## config.mk

```make
export PLATFORM = sky130hd
export DESIGN_NAME = uart_rx_ctrl
export DESIGN_NICKNAME = d
export VERILOG_FILES = /design/src/rtl/uart_rx_ctrl.sv
export SDC_FILE = /design/constraint.sdc
export NUM_CORES = 1
export LEC_CHECK = 0
export BUFFER_PORTS_ARGS = -buffer_cell sky130_fd_sc_hd__buf_4
export CAP_MARGIN = 15
export CORE_UTILIZATION = 46
export CTS_CLUSTER_SIZE = 12
export DETAILED_ROUTE_END_ITERATION = 8
export GPL_TIMING_DRIVEN = 0
export PLACE_DENSITY_LB_ADDON = 0.3
export SYNTH_ARGS = -nofsm -noshare
export SYNTH_HDL_FRONTEND = slang
export SYNTH_SLANG_ARGS = --single-unit
```

## constraint.sdc

```tcl
create_clock -name clk_i -period 4.3 [get_ports clk_i]
set_clock_uncertainty 0.1 [all_clocks]
set_input_delay 0.86 -clock clk_i [delete_from_list [all_inputs] [get_ports clk_i]]
set_output_delay 0.86 -clock clk_i [all_outputs]
set_load 0.05 [all_outputs]
```

## src/rtl/uart_rx_ctrl.sv

```systemverilog
// UART receive controller: synchronizes the serial line, validates the start
// bit, samples DATA_BITS data bits LSB-first at mid-bit, checks the stop bit,
// strobes good words into the data register and keeps the sticky status
// flags (new data, framing error, overrun) until the control register clears them.
module uart_rx_ctrl #(
   parameter int CLKS_PER_BIT = 868,
   parameter int DATA_BITS    = 8
) (
   input  logic                 clk_i,
   input  logic                 rst_i,
   input  logic                 rx_i,
   input  logic                 clear_new_i,
   output logic [DATA_BITS-1:0] rx_data_o,
   output logic                 we_data_o,
   output logic                 new_rx_o,
   output logic                 frame_err_o,
   output logic                 overrun_o,
   output logic                 busy_o
);

   localparam int CNT_W = $clog2(CLKS_PER_BIT);
   localparam int IDX_W = $clog2(DATA_BITS);

   localparam logic [CNT_W-1:0] CNT_HALF = CNT_W'(CLKS_PER_BIT / 2 - 1);
   localparam logic [CNT_W-1:0] CNT_FULL = CNT_W'(CLKS_PER_BIT - 1);
   localparam logic [IDX_W-1:0] IDX_LAST = IDX_W'(DATA_BITS - 1);

   typedef enum logic [2:0] {
      S_IDLE,
      S_START,
      S_DATA,
      S_STOP,
      S_WRITE,
      S_BREAK
   } state_t;

   logic [1:0]           sync_reg;
   logic                 rx_s;
   state_t               state_reg, state_next;
   logic [CNT_W-1:0]     cnt_reg, cnt_next;
   logic [IDX_W-1:0]     idx_reg, idx_next;
   logic [DATA_BITS-1:0] shift_reg, shift_next;
   logic [DATA_BITS-1:0] data_reg, data_next;
   logic                 new_reg, ferr_reg, ovr_reg;
   logic                 stop_bad;

   assign rx_s = sync_reg[1];

   // The stop bit is sampled low: the frame is broken and the word is dropped.
   assign stop_bad = (state_reg == S_STOP) && (cnt_reg == CNT_FULL) && !rx_s;

   // Two-flop synchronizer on the asynchronous line; idles high.
   always_ff @(posedge clk_i) begin
      if (rst_i) begin
         sync_reg <= 2'b11;
      end else begin
         sync_reg <= {sync_reg[0], rx_i};
      end
   end

   // State register together with the counters and data registers it steers.
   always_ff @(posedge clk_i) begin
      if (rst_i) begin
         state_reg <= S_IDLE;
         cnt_reg   <= '0;
         idx_reg   <= '0;
         shift_reg <= '0;
         data_reg  <= '0;
      end else begin
         state_reg <= state_next;
         cnt_reg   <= cnt_next;
         idx_reg   <= idx_next;
         shift_reg <= shift_next;
         data_reg  <= data_next;
      end
   end

   // Next-state logic: bit timing, sampling and frame validation.
   always_comb begin
      state_next = state_reg;
      cnt_next   = cnt_reg;
      idx_next   = idx_reg;
      shift_next = shift_reg;
      data_next  = data_reg;
      case (state_reg)
         S_IDLE: begin
            cnt_next = '0;
            idx_next = '0;
            if (!rx_s) state_next = S_START;
         end
         S_START: begin
            if (cnt_reg == CNT_HALF) begin
               cnt_next   = '0;
               // A start bit that is high again at mid-bit was only a glitch.
               state_next = rx_s ? S_IDLE : S_DATA;
            end else begin
               cnt_next = cnt_reg + CNT_W'(1);
            end
         end
         S_DATA: begin
            if (cnt_reg == CNT_FULL) begin
               cnt_next            = '0;
               shift_next[idx_reg] = rx_s;
               if (idx_reg == IDX_LAST) state_next = S_STOP;
               else                     idx_next   = idx_reg + IDX_W'(1);
            end else begin
               cnt_next = cnt_reg + CNT_W'(1);
            end
         end
         S_STOP: begin
            if (cnt_reg == CNT_FULL) begin
               cnt_next = '0;
               if (rx_s) begin
                  // Load here so the word is already on rx_data_o while we_data_o is high.
                  data_next  = shift_reg;
                  state_next = S_WRITE;
               end else begin
                  state_next = S_BREAK;
               end
            end else begin
               cnt_next = cnt_reg + CNT_W'(1);
            end
         end
         S_WRITE: begin
            cnt_next   = '0;
            idx_next   = '0;
            state_next = S_IDLE;
         end
         S_BREAK: begin
            // Hold off new starts until the line has returned high.
            cnt_next = '0;
            idx_next = '0;
            if (rx_s) state_next = S_IDLE;
         end
         default: begin
            cnt_next   = '0;
            idx_next   = '0;
            state_next = S_IDLE;
         end
      endcase
   end

   // Outputs decoded directly from the current state.
   always_comb begin
      we_data_o = 1'b0;
      busy_o    = 1'b1;
      if (state_reg == S_WRITE) we_data_o = 1'b1;
      if (state_reg == S_IDLE)  busy_o    = 1'b0;
   end

   // Sticky flags: a set in the same cycle as a clear wins for that flag only.
   always_ff @(posedge clk_i) begin
      if (rst_i) begin
         new_reg  <= 1'b0;
         ferr_reg <= 1'b0;
         ovr_reg  <= 1'b0;
      end else begin
         if (state_reg == S_WRITE) new_reg <= 1'b1;
         else if (clear_new_i)     new_reg <= 1'b0;

         if (stop_bad)             ferr_reg <= 1'b1;
         else if (clear_new_i)     ferr_reg <= 1'b0;

         if ((state_reg == S_WRITE) && new_reg && !clear_new_i) ovr_reg <= 1'b1;
         else if (clear_new_i)                                  ovr_reg <= 1'b0;
      end
   end

   assign rx_data_o   = data_reg;
   assign new_rx_o    = new_reg;
   assign frame_err_o = ferr_reg;
   assign overrun_o   = ovr_reg;

endmodule

```

Yosys cells after proc, flatten, opt, wreduce, memory -nomap -nowiden
Cells that the tools add are included.
- bits in registers: 37
- output and inout bits: 13
- add/subtract/negate cells: 2
- bitwise operators: 1
- reductions and logical operators: 17
- order comparisons: 2
- mux-type cells: 24
- equality and inequality tests: 15
- operator list (cell ; number):
    two-way mux 3 bit ; 8
    two-way mux 10 bit ; 2
    one-hot mux 10 bit (2 select lines) ; 1
    one-hot mux 3 bit (5 select lines) ; 1
    != test 2 bit (second input constant) ; 6
    adder 10 x 1 -> 10 bit (second input constant) ; 1
    == test 10 bit (second input constant) ; 1
    == test 10 x 9 -> 1 bit (second input constant) ; 1
    == test 3 bit (second input constant) ; 3
    bitwise mux 8 bit ; 1
    two-way mux 1 bit ; 8
    == test 3 x 2 -> 1 bit (second input constant) ; 2
    one-hot mux 3 bit (2 select lines) ; 1
    AND reduction 3 bit ; 2
    AND reduction 6 bit ; 1
    nonzero test 2 bit ; 3
    logical AND 1 bit ; 5
    less-than comparator 3 x 4 -> 1 bit (second input constant) ; 1
    OR reduction 2 bit ; 2
    adder 3 x 1 -> 3 bit (second input constant) ; 1
    demux 1 bit (select 3 bit) ; 1
    == test 3 x 1 -> 1 bit (second input constant) ; 1
    >= comparator 3 x 1 -> 1 bit (second input constant) ; 1
    zero test 3 bit ; 1
    5 further kinds ; 6

Depth between registers and ports, before layout
Gate-level depths: netlist (run 1).
- depth in word-level cells: 5
- depth in mapped cells: 6

Worst setup path before layout (run 1)
OpenSTA, ideal clock, no wires.
- path kind: register -> output
- start point: register state_reg[0]
- end point: output port we_data_o
- buffers on the path: 1
- data arrival time: 1.111 ns
- path slack: 2.229 ns
- stages on the path, launching flop included: 4
- cells stage by stage: dfxtp_1 clkbuf_1 nor2_1 and2_1
- cells in the longest elaborated chain, start to end: 2
- RTL lines (element ; line ; source):
    from (decl) ; 39 ; state_t state_reg, state_next;
    from (signal assigned) ; 70 ; state_reg <= state_next;
    == test 3 bit ; 147 ; if (state_reg == S_WRITE) we_data_o = 1'b1;
    two-way mux 1 bit ; 147 ;
    to (decl) ; 14 ; output logic we_data_o,
No other way between the ends.

Final worst setup path (run 1)
Same ends and word-level chain as after synthesis.

==> results.py, run 1 <==
metrics = {
    "timing": {
        "totalNegativeSetupSlack_ns": 0,
        "rsz0062_at_grt": "no",
        "drv_slew": 0,
        "max-slew-margin-rel_pct": 50.3,
        "fmax_ghz": 0.388,
        "hold_violations": 0,
        "fin_crit_sh_pct": 60.0,
        "worstMarginPinSlew_ns": 0.739,
        "setup-violations-final": 0,
        "whs_ns": 0.319,
        "layout_min_cycle_time_ns": 2.58,
    },
    "final_layout": {
        "layout-drive-gt1-share_pct": 12.7,
        "multi_input_area_sq_um": 921,
        "diodes": 0,
        "final_util_pct": 57.3,
        "n_fill_cell": 322,
        "nNetsFinal": 220,
        "largest_register_ffs": 10,
        "area_growth_pct": 14.8,
        "final_cells": 258,
        "ff_latch_area_sq_um": 741,
    },
    "clocking": {
        "cts_sinks": 37,
        "cts_made_buffers": 5,
        "hold_buffers": 0,
        "htreeDepth": 2,
        "cts_resized": 0,
        "cts_tree": "yes",
        "clk_pin_slew_ns": 0.06,
        "clk_latency_ns": 0.29,
        "max-clock-path-buffers": 2,
        "cts_root_buf": "clkbuf_8",
        "cts_setup_buffers": 0,
    },
    "global_route": {
        "grt.met3_usage_pct": 5.43,
        "track_usage_pct": 19.5,
        "grt_max_degree": 11,
        "use_met1_pct": 23.4,
        "grt_pass1_vias": 1353,
        "antenna_found_initial": 0,
        "overflow": 0,
        "globalRouteMet2Util_pct": 31.6,
        "top_usage_layer": "met2",
        "grt_pass1_wl_um": 6060,
    },
    "power_and_ir_drop": {
        "leakage_nw": 0.699,
        "peakVddDrop_mv": 0.173,
        "powerDensity_nw_per_um2": 305,
    },
    "synth": {
        "synth.distinct_cells": 45,
        "yosys-top-cells-area": "dfxtp_1 (43%), mux2i_1 (5.2%), nor2_1 (5.0%)",
        "synth_edf_count": 0,
        "synth_ff_type": "dfxtp_1",
        "synth_seq_area_share_pct": 42.8,
        "synth_warnings": 0,
        "synth.largest_area_cell": "dfxtp_1",
        "ys_ff_latch": 37,
        "post-synth-top-count-cell": "dfxtp_1",
        "syn_avg_cell_area_sq_um": 9.10,
        "synth_top_area_share_pct": 42.8,
        "syn_inst": 190,
        "synth_top_cells_by_count": "dfxtp_1 (37), nor2_1 (23), a21oi_1 (13)",
        "async_flop_share_pct": 0,
        "syn_area_sq_um": 1730,
        "syn_nets": 198,
    },
    "placement": {
        "dpl.hpwl_um": 2450,
        "gp_congestion": 0.850,
        "place_inst": 251,
        "io_buffers": 15,
    },
    "floorplan": {
        "start_util_pct": 49.9,
        "die_area_sq_um": 4010,
        "die_h_um": 63.3,
        "core_sq_um": 3470,
        "die_w_um": 63.3,
        "core.rowCount": 21,
        "io_pins": 17,
    },
    "detailed_routing": {
        "drt_iter0_markers": 63,
        "vias": 1468,
        "wire_per_inst_um": 13.5,
        "detail-route-antenna-nets": 0,
        "drc": 0,
        "viasPerCell": 5.69,
        "wl_um": 3470,
        "drt_pass1_iterations": 4,
    },
    "flow_run": {
        "drv_cap": 0,
    },
    "worst_setup_path": {
        "start_kind": "register",
        "cp.arrival_ns": 1.62,
        "cpPeakStageDelay_ns": 0.42,
        "crit_fanout": 10,
        "path_cells": "clkbuf_1 -> nor2_1 -> and2_1 -> buf_4",
        "critPathKind": "reg2out",
        "cp.required_ns": 3.34,
        "cp-end-kind": "primary output",
        "cp_slowest_cell": "dfxtp_1",
    },
    "outcome": {
        "status": "finished clean",
    },
    "hold_path": {
        "hold_class": "reg2reg",
    },
}
worst paths after layout:
check,from,to,slack (ns),cells past startpoint
max reg2reg,cnt_reg[8],rx_data_o[0],2.12,5
min reg2reg,sync_reg[0],sync_reg[1],0.32,1
min,sync_reg[0],sync_reg[1],0.32,1
max,state_reg[0],we_data_o,1.72,4
metrics by stage:
step                      power (W)  worst slack [ns]  cell area [sq um]
after floorplan            0.000369              2.23               1730
after global placement     0.000376              2.05               1900
after detailed placement   0.000377              2.06               1900
after CTS                  0.000613              1.74               1990
after global routing       0.000635              1.62               1990
final                      0.000605              1.72               1990
report_power, final:
part / internal (W) / leakage (nW) / switching [W]
Combinational: 0.00000748 / 0.356 / 0.0000151
Clock: 0.000127 / 0.0443 / 0.000109
Sequential: 0.000345 / 0.299 / 0.00000190
layer usage:
layer | wire length (um) | up-vias
met5 | 0 | -
met2 | 1630 | 36
met1 | 1570 | 687
met3 | 198 | 8
li1 | - | 737
met4 | 74 | 0
critical path, delay by kind of cell (launching register included):
family	cells	cell delay (ns)
buf+inv	2	0.57
simple gates	2	0.34
flops	1	0.42
placed cells by master (no fill, tap or decap), types with 6 or more instances in the layout:
cell type	synthesis	final
nand2b_1	7	7
nand3_1	7	7
buf_4	0	15
a21oi_1	13	13
dfxtp_1	37	37
o21ai_0	7	7
nand4_1	10	10
clkbuf_8	0	6
nand2_1	6	6
clkbuf_1	11	12
nor2_1	23	23
mux2i_1	9	9
cell type report:
cell class / count / area share (%)
Sequential cell: 37 / 37.3
Buffer: 12 / 2.65
Inverter: 4 / 0.756
Multi-Input combinational cell: 137 / 46.4
Clock buffer: 7 / 4.35
Tap cell: 46 / 2.90
Timing Repair Buffer: 15 / 5.67
logic make-up (layout without fill, tap and decap cells):
group	count (synthesis)	after routing	synth area share (%)
AND/OR/NAND/NOR	81	81	27.9
flip-flops	37	37	42.8
AO/OA/AOI/OAI	35	35	13.2
buffers and inverters	16	38	3.91
multiplexers	9	9	5.21
XOR/XNOR	8	8	4.05
adder cells (fa/ha/maj)	4	4	2.89
Note: power is estimated with default switching activity, not from simulation.
==> inputs of run 2 (changes only) <==
--- a/config.mk
+++ b/config.mk
@@ -5,6 +5,7 @@
 export SDC_FILE = /design/constraint.sdc
 export NUM_CORES = 1
 export LEC_CHECK = 0
+export ABC_AREA = 1
 export BUFFER_PORTS_ARGS = -buffer_cell sky130_fd_sc_hd__buf_4
 export CAP_MARGIN = 15
 export CORE_UTILIZATION = 46
==> constraint.sdc (replaced) <==
create_clock -name clk_i -period 2.15 [get_ports clk_i]
set_clock_uncertainty 0.1 [all_clocks]
set_input_delay 0.43 -clock clk_i [delete_from_list [all_inputs] [get_ports clk_i]]
set_output_delay 0.43 -clock clk_i [all_outputs]
set_load 0.05 [all_outputs]
==> run 2 against run 1 <==
Die area is 1.8% higher. First-iteration DRC count decreased by 24%. Critical path type unchanged. Non-clock buffer count is 8 lower. Highest routed layer unchanged. Register-to-register slack worse by 1.7 ns. Sequential power is 140% higher. Largest cell class unchanged.
==> results.py, run 2 <==
metrics = {
    "outcome": {
        "status": "finished clean",
    },
    "power_and_ir_drop": {
        "powerDensity_nw_per_um2": 1100,
        "p_comb_share_pct": 32.1,
        "peakVddDrop_mv": 0.498,
        "internal_power_w": 0.00144,
        "p_sw_w": 0.000850,
        "pwr-share-clk_pct": 31.5,
        "seqPwrFrac_pct": 36.4,
        "leakage_nw": 0.885,
        "swShare_pct": 37.2,
    },
    "synth": {
        "ys_ff_latch": 37,
        "async_flop_share_pct": 0,
        "post-synth-top-count-cell": "nand2_1",
        "synth_top_area_share_pct": 42.0,
        "syn_nets": 253,
        "synth_seq_area_share_pct": 42.0,
        "synth_warnings": 0,
        "syn_inst": 245,
        "yosys-top-cells-area": "dfxtp_1 (42%), nand2_1 (12%), nor2_1 (10%)",
        "synth.distinct_cells": 26,
        "synth_ff_type": "dfxtp_1",
        "syn_avg_cell_area_sq_um": 7.19,
        "syn_area_sq_um": 1760,
        "synth.largest_area_cell": "dfxtp_1",
        "synth_edf_count": 0,
        "synth_top_cells_by_count": "nand2_1 (57), nor2_1 (49), dfxtp_1 (37)",
    },
    "timing": {
        "whs_ns": 0.198,
        "layout_min_cycle_time_ns": 1.82,
        "fin_crit_sh_pct": 84.5,
        "fmax_ghz": 0.550,
        "totalNegativeSetupSlack_ns": 0,
        "rsz0062_at_grt": "no",
        "hold_violations": 0,
        "max-slew-margin-rel_pct": 68.9,
        "drv_slew": 0,
        "worstMarginPinSlew_ns": 0.467,
        "setup-violations-final": 0,
    },
    "clocking": {
        "cts_root_buf": "clkbuf_8",
        "cts_resized": 0,
        "cts_made_buffers": 5,
        "htreeDepth": 2,
        "max-clock-path-buffers": 2,
        "clk_latency_ns": 0.29,
        "cts_sinks": 37,
        "cts_setup_buffers": 0,
        "cts_tree": "yes",
        "clk_pin_slew_ns": 0.07,
        "hold_buffers": 0,
    },
    "final_layout": {
        "design_area_sq_um": 2080,
        "n_fill_cell": 362,
        "diodes": 0,
        "area_growth_pct": 18.0,
        "nNetsFinal": 276,
        "layout.cells.most_common": "nand2_1",
        "largest_register_ffs": 10,
        "final_cell_mix": "nand2_1 (57), nor2_1 (49), dfxtp_1 (37)",
        "layout-drive-gt1-share_pct": 17.1,
        "final_cells": 317,
    },
    "floorplan": {
        "core.rowCount": 22,
        "die_w_um": 63.9,
        "core_sq_um": 3660,
        "die_h_um": 63.9,
        "die_area_sq_um": 4080,
        "io_pins": 17,
        "start_util_pct": 48.1,
    },
    "hold_path": {
        "hold_class": "in2reg",
    },
    "global_route": {
        "track_usage_pct": 17.9,
        "grt_pass1_vias": 1348,
        "overflow": 0,
        "grt_max_degree": 14,
        "grt_pass1_wl_um": 5690,
        "antenna_found_initial": 0,
    },
    "detailed_routing": {
        "drc": 0,
        "wire_per_inst_um": 10.2,
        "viasPerCell": 4.67,
        "drt_iter0_markers": 48,
        "drt_pass1_iterations": 4,
        "wl_um": 3240,
        "detail-route-antenna-nets": 0,
        "vias": 1481,
    },
    "worst_setup_path": {
        "crit_fanout": 6,
        "start_kind": "register",
        "cp-end-kind": "primary output",
        "critPathKind": "reg2out",
        "cp.arrival_ns": 1.29,
        "cp.required_ns": 1.62,
    },
    "placement": {
        "gp_congestion": 0.791,
        "place_inst": 309,
        "io_buffers": 16,
        "dpl.hpwl_um": 2470,
        "place_area_sq_um": 1940,
    },
    "flow_run": {
        "drv_cap": 0,
    },
}
[run 2: cell type report]
class	instances	area, sq um	share of cell area, %
Buffer	3	12.5	0.602
Clock buffer	5	68.8	3.31
Clock inverter	3	68.8	3.31
Inverter	33	124	5.96
Multi-Input combinational cell	172	885	42.5
Sequential cell	37	741	35.6
Tap cell	48	60.1	2.89
Timing Repair Buffer	16	120	5.78
[run 2: per-stage QoR]
| stage | utilization [%] | total power, W | setup slack [ns] |
|---|---|---|---|
| after floorplan | - | 0.00143 | 0.643 |
| after global placement | 53.0 | 0.00157 | 0.452 |
| after detailed placement | 53.0 | 0.00158 | 0.454 |
| after CTS | 56.8 | 0.00230 | 0.327 |
| after global routing | 56.8 | 0.00244 | 0.261 |
| final | 56.8 | 0.00228 | 0.333 |
[run 2: path summary, 6_finish.rpt]
check | start | end | slack (ns) | depth (start not counted)
worst max register to register | cnt_reg[0] | rx_data_o[7] | 0.45 | 8
worst max-delay path | state_reg[2] | we_data_o | 0.33 | 3
worst min register to register | sync_reg[0] | sync_reg[1] | 0.31 | 1
worst min-delay path | clear_new_i | overrun_o | 0.20 | 2
[run 2: layer usage]
layer	vias to the layer above	track usage [%]	routed length (um)
li1	801	-	-
met1	654	21.3	1580
met2	19	30.7	1490
met3	7	3.75	110
met4	0	7.67	56
met5	-	0	0
[run 2: kinds of logic after synthesis]
logic type	share of synthesized area, %
simple gates	36.4
flops	42.0
buf+inv	7.74
compound gates	7.46
xor+xnor	3.48
fa+ha+maj	2.84
[run 2: power by group through the flow]
stage | clock [W] | sequential (W) | combinational, W
5_1_grt | 0.000764 | 0.000843 | 0.000830
3_5_place_dp | 0 | 0.000846 | 0.000736
2_1_floorplan | 0 | 0.000845 | 0.000585
4_1_cts | 0.000735 | 0.000830 | 0.000740
6_report | 0.000720 | 0.000831 | 0.000733
3_3_place_gp | 0 | 0.000846 | 0.000728
[run 2: worst max-delay path, stage by stage (launching register included)]
cell and delay [ns]:
dfxtp_1 0.58, nand2_1 0.13, inv_1 0.09, buf_4 0.19
